===== config.mk =====
export PLATFORM = sky130hd
export DESIGN_NAME = dcache
export DESIGN_NICKNAME = d
export VERILOG_FILES = /design/src/rtl/dcache.sv
export SDC_FILE = /design/constraint.sdc
export NUM_CORES = 1
export LEC_CHECK = 0
export BUFFER_PORTS_ARGS = -buffer_cell sky130_fd_sc_hd__buf_2
export CAP_MARGIN = 20
export CORE_ASPECT_RATIO = 0.75
export CORE_MARGIN = 2
export CORE_UTILIZATION = 60
export DETAILED_ROUTE_END_ITERATION = 10
export PLACE_DENSITY = 0.79
export SLEW_MARGIN = 10
export SYNTH_ARGS = -nofsm -noshare
export SYNTH_HDL_FRONTEND = slang
export SYNTH_SLANG_ARGS = --single-unit

===== constraint.sdc =====
create_clock -name CLK -period 3.5 [get_ports CLK]
set_input_delay 0.525 -clock CLK [delete_from_list [all_inputs] [get_ports CLK]]
set_output_delay 0.525 -clock CLK [all_outputs]
set_load 0.05 [all_outputs]

===== src/rtl/dcache.sv =====
// Direct-mapped write-back data cache: 8 lines of 32-bit blocks, byte-addressed CPU side,
// block-wide memory side. Hits are resolved combinationally; misses run a small refill FSM.
module dcache (
  input  logic        CLK,
  input  logic        RESET,
  input  logic        READ,
  input  logic        WRITE,
  input  logic [7:0]  ADDRESS,
  input  logic [7:0]  WRITEDATA,
  output logic [7:0]  READDATA,
  output logic        BUSYWAIT,
  output logic        MEM_READ,
  output logic        MEM_WRITE,
  output logic [5:0]  MEM_ADDRESS,
  output logic [31:0] MEM_WRITEDATA,
  input  logic [31:0] MEM_READDATA,
  input  logic        MEM_BUSYWAIT
);

  typedef enum logic [1:0] {IDLE, WRITEBACK, FETCH, UPDATE} state_t;

  state_t      state;
  logic [31:0] data_array [8];
  logic [2:0]  tag_array  [8];
  logic [7:0]  valid;
  logic [7:0]  dirty;

  logic [2:0]  req_tag;
  logic [2:0]  req_index;
  logic [1:0]  req_offset;
  logic [2:0]  miss_tag;
  logic [2:0]  miss_index;
  logic        access;
  logic        hit;
  logic        store_hit;

  assign req_tag    = ADDRESS[7:5];
  assign req_index  = ADDRESS[4:2];
  assign req_offset = ADDRESS[1:0];
  assign access     = READ | WRITE;
  assign hit        = valid[req_index] & (tag_array[req_index] == req_tag);
  // A store wins over a load when both strobes are high.
  assign store_hit  = (state == IDLE) & WRITE & hit;

  assign READDATA = data_array[req_index][{req_offset, 3'b000} +: 8];
  assign BUSYWAIT = RESET & ((access & ~hit) | (state != IDLE));

  // Data and tag arrays carry no reset; only valid/dirty decide whether a line is usable.
  always_ff @(posedge CLK) begin
    if (state == UPDATE) begin
      data_array[miss_index] <= MEM_READDATA;
      tag_array[miss_index]  <= miss_tag;
    end else if (store_hit) begin
      data_array[req_index][{req_offset, 3'b000} +: 8] <= WRITEDATA;
    end
  end

  always_ff @(posedge CLK or negedge RESET) begin
    if (!RESET) begin
      state         <= IDLE;
      valid         <= '0;
      dirty         <= '0;
      MEM_READ      <= 1'b0;
      MEM_WRITE     <= 1'b0;
      MEM_ADDRESS   <= '0;
      MEM_WRITEDATA <= '0;
      miss_tag      <= '0;
      miss_index    <= '0;
    end else begin
      case (state)
        IDLE: begin
          if (store_hit) begin
            dirty[req_index] <= 1'b1;
          end else if (access && !hit) begin
            // The miss address is captured so a dropped request still finishes its refill.
            miss_tag   <= req_tag;
            miss_index <= req_index;
            if (dirty[req_index]) begin
              state         <= WRITEBACK;
              MEM_WRITE     <= 1'b1;
              MEM_ADDRESS   <= {tag_array[req_index], req_index};
              MEM_WRITEDATA <= data_array[req_index];
            end else begin
              state       <= FETCH;
              MEM_READ    <= 1'b1;
              MEM_ADDRESS <= {req_tag, req_index};
            end
          end
        end
        WRITEBACK: begin
          if (!MEM_BUSYWAIT) begin
            state       <= FETCH;
            MEM_WRITE   <= 1'b0;
            MEM_READ    <= 1'b1;
            MEM_ADDRESS <= {miss_tag, miss_index};
          end
        end
        FETCH: begin
          if (!MEM_BUSYWAIT) begin
            state    <= UPDATE;
            MEM_READ <= 1'b0;
          end
        end
        UPDATE: begin
          valid[miss_index] <= 1'b1;
          dirty[miss_index] <= 1'b0;
          state             <= IDLE;
        end
        default: state <= IDLE;
      endcase
    end
  end

endmodule

==> impl_metrics.yaml <==
logic_synthesis:
  ys.flop_type: "edfxtp_1"
  synthesis.area_mm2: 0.0150
  syn-num-nets: 1110
  ys_ff_latch: 344
  synthCells: 1049
  avgSynthCellArea_um2: 14.3
  ys_seq_area_share_pct: 66.6
  synth_edf_count: 280
  yosysUniqueCellTypes: 59
  async_flop_share_pct: 18.6
  yosys_warnings: 0
grt:
  grt_max_degree: 65
  grt_pass1_vias: 10300
  grt_usage_pct: 31.2
  grt-ovfl-total: 0
  grt_pass1_wl_um: 61900
  antenna_found_initial: 1
flow_run:
  drv_cap: 0
critical_path:
  required_ns: 2.97
  endpoint_kind: "output pin"
  critical_path_class: "input pin to output pin"
  cp-start-kind: "input pin"
  path_max_fanout: 25
  crit_arrival_ns: 2.90
die:
  die_w_um: 187
  core_area_mm2: 0.0248
  die_h_um: 141
  io_pins: 102
  start_util_pct: 60.7
  dieArea_mm2: 0.0263
  num_rows: 50
timing:
  slew-limit-headroom_pct: 36.6
  setup_viol: 0
  rsz0062_at_grt: "no"
  hold_violations: 0
  finalWorstSetupSlack_ns: 0.0732
  max_freq_mhz: 292
  post-route-period-util_pct: 97.9
  report.final.slew_viol_count: 0
  finClkSkew_ns: 0.0233
  post-route-min-period_ns: 3.43
  worst_pin_slew_ns: 0.943
clock_tree:
  clock_path_buffers: 3
  clk_latency_ns: 0.52
  clockRootBuffer: "clkbuf_16"
  clk_pin_slew_ns: 0.07
  numCtsBuffers: 34
  cts_num_sinks: 344
  cts.htree.levels: 2
  cts_tree: "built"
finish:
  fin_nets: 1329
  final_layout_size_suffix_gt1_share_pct: 30.5
  areaGrowthSynthToFinish_pct: 20.1
  final_core_util_pct: 72.9
placed_design:
  io_buffer_count: 101
  routabilityCongestion: 0.945
  hpwl_um: 27000
  post-place-ws_ns: -0.174
min_path:
  hp-class: "input pin to asynchronous set/reset pin"
drt:
  dr_total_vias: 10600
  drcViolationCount: 0
  avgRoutedWirePerCell_um: 25.2
  drtAntennaViolNets: 0
  routed_via_density: 6.48
  wl_um: 41200
  drt_iter0_markers: 1455
  drt-pass1-iter-count: 8
pwr:
  p_leak_nw: 6.90
  power_mw: 12.0
  vdd_drop_max_mv: 0.484
  p_per_area_mw_per_mm2: 666
outcome:
  status: "completed"
metrics by stage:
stage | setup TNS [ns] | hold slack [ns] | area (um2) | cells
2_1_floorplan | 0 | 0.229 | 15000 | 1049
3_3_place_gp | -0.308 | 0.443 | 16900 | 1570
3_5_place_dp | -0.420 | 0.453 | 16900 | 1570
4_1_cts | 0 | 0.278 | 18000 | 1631
5_1_grt | 0 | 0.301 | 18000 | 1631
6_report | 0 | 0.260 | 18000 | 1632
layer usage:
metal,vias up,global-route usage [%],share of wire [%]
met5,-,0,0
met4,0,9.15,2.7
met3,101,6.17,13
met2,778,48.7,45
met1,5155,45.3,39
li1,4542,-,-
cells by family after synthesis:
| kind of cell | share of synthesized area [%] |
|---|---|
| AO/OA/AOI/OAI | 12.9 |
| multiplexers | 12.2 |
| adder cells (fa/ha/maj) | 0.666 |
| AND/OR/NAND/NOR | 5.27 |
| buffers and inverters | 2.42 |
| flip-flops | 66.6 |
where the power goes:
group,leakage [nW],total [mW],switching [mW],internal [mW]
Sequential,3.35,5.43,0.351,5.08
Clock,0.551,3.59,1.50,2.09
Combinational,3.00,3.00,2.00,0.998
worst max-delay path: stages:
cell and delay [ns]:
buf_4 0.22, buf_12 0.24, buf_6 0.21, nor2_1 0.08, buf_4 0.19, a22oi_1 0.23
o22a_1 0.17, o21ai_0 0.09, buf_4 0.18, mux4_2 0.49, buf_2 0.23
sequential cells by signal (all words and copies together) (netlist names):
register / cells
data_array: 256
MEM_WRITEDATA: 32
tag_array: 24
dirty: 8
valid: 8
MEM_ADDRESS: 6
miss_index: 3
miss_tag: 3
state: 2
MEM_READ: 1
MEM_WRITE: 1
final cells by class:
type	count	area, um2
Timing Repair Buffer	255	1800
Tap cell	338	423
Fill cell	1540	6730
Multi-Input combinational cell	622	4680
Inverter	11	41.3
Antenna cell	1	2.50
Sequential cell	344	10000
Clock buffer	45	963
Clock inverter	16	138
cell usage in the layout (no fill, tap or decap), types with 37 or more instances in the layout:
master / n
buf_2: 99
dfrtp_1: 64
nor2_1: 43
buf_4: 145
a21oi_1: 68
nand2_1: 43
mux2_2: 53
o21ai_0: 83
mux2i_1: 77
o31ai_1: 37
edfxtp_1: 280
timing repair:
item,4_1_cts,5_1_grt
hold buffers,0,0
gates resized for setup,3,4
endpoints found under the hold margin,0,0
buffers inserted,0,0
endpoints found under the setup margin,3,3
final timing paths:
kind                                  from           endpoint  slack [ns]  cells after the start
min in group CLK                ADDRESS[5]        miss_tag[0]        0.29                      2
max reg2reg                tag_array[5][2]  data_array[2][25]        0.48                      9
max                             ADDRESS[2]        READDATA[6]        0.07                     11
min reg2reg                       valid[3]           valid[3]        0.47                      1
min                                  RESET     MEM_ADDRESS[3]        0.26                      2
max in group asynchronous            RESET  MEM_WRITEDATA[30]        2.62                      2
cells in the mapped netlist (2+ instances only):
library cell | instances | area share, %
or4_4 | 2 | 0.15
o221a_2 | 7 | 0.52
o31ai_1 | 37 | 1.8
mux2i_1 | 77 | 5.1
nor2b_1 | 3 | 0.12
o22ai_1 | 7 | 0.29
a21oi_1 | 68 | 2.3
nor3_1 | 6 | 0.20
mux2_1 | 21 | 1.6
clkbuf_1 | 45 | 1.1
a22oi_1 | 33 | 1.6
edfxtp_1 | 280 | 56
or3_1 | 2 | 0.083
buf_2 | 12 | 0.40
o21ai_0 | 88 | 2.9
or2_2 | 5 | 0.21
mux4_2 | 10 | 1.5
and2_1 | 3 | 0.12
nand4_1 | 3 | 0.12
o311ai_0 | 2 | 0.12
nand3_1 | 9 | 0.30
buf_4 | 6 | 0.30
buf_6 | 2 | 0.15
o41ai_1 | 2 | 0.12
a31oi_1 | 4 | 0.17
nand2_1 | 43 | 1.1
inv_1 | 10 | 0.25
nor3b_1 | 3 | 0.15
mux2_2 | 53 | 4.0
or4_1 | 4 | 0.20
nor2_1 | 43 | 1.1
o21a_1 | 3 | 0.15
ha_1 | 8 | 0.67
dfrtp_1 | 64 | 11
nand2b_1 | 17 | 0.71
o211ai_1 | 3 | 0.15
buf_1 | 7 | 0.17
o22a_1 | 36 | 2.1
Power figures use the tool's default switching activity.
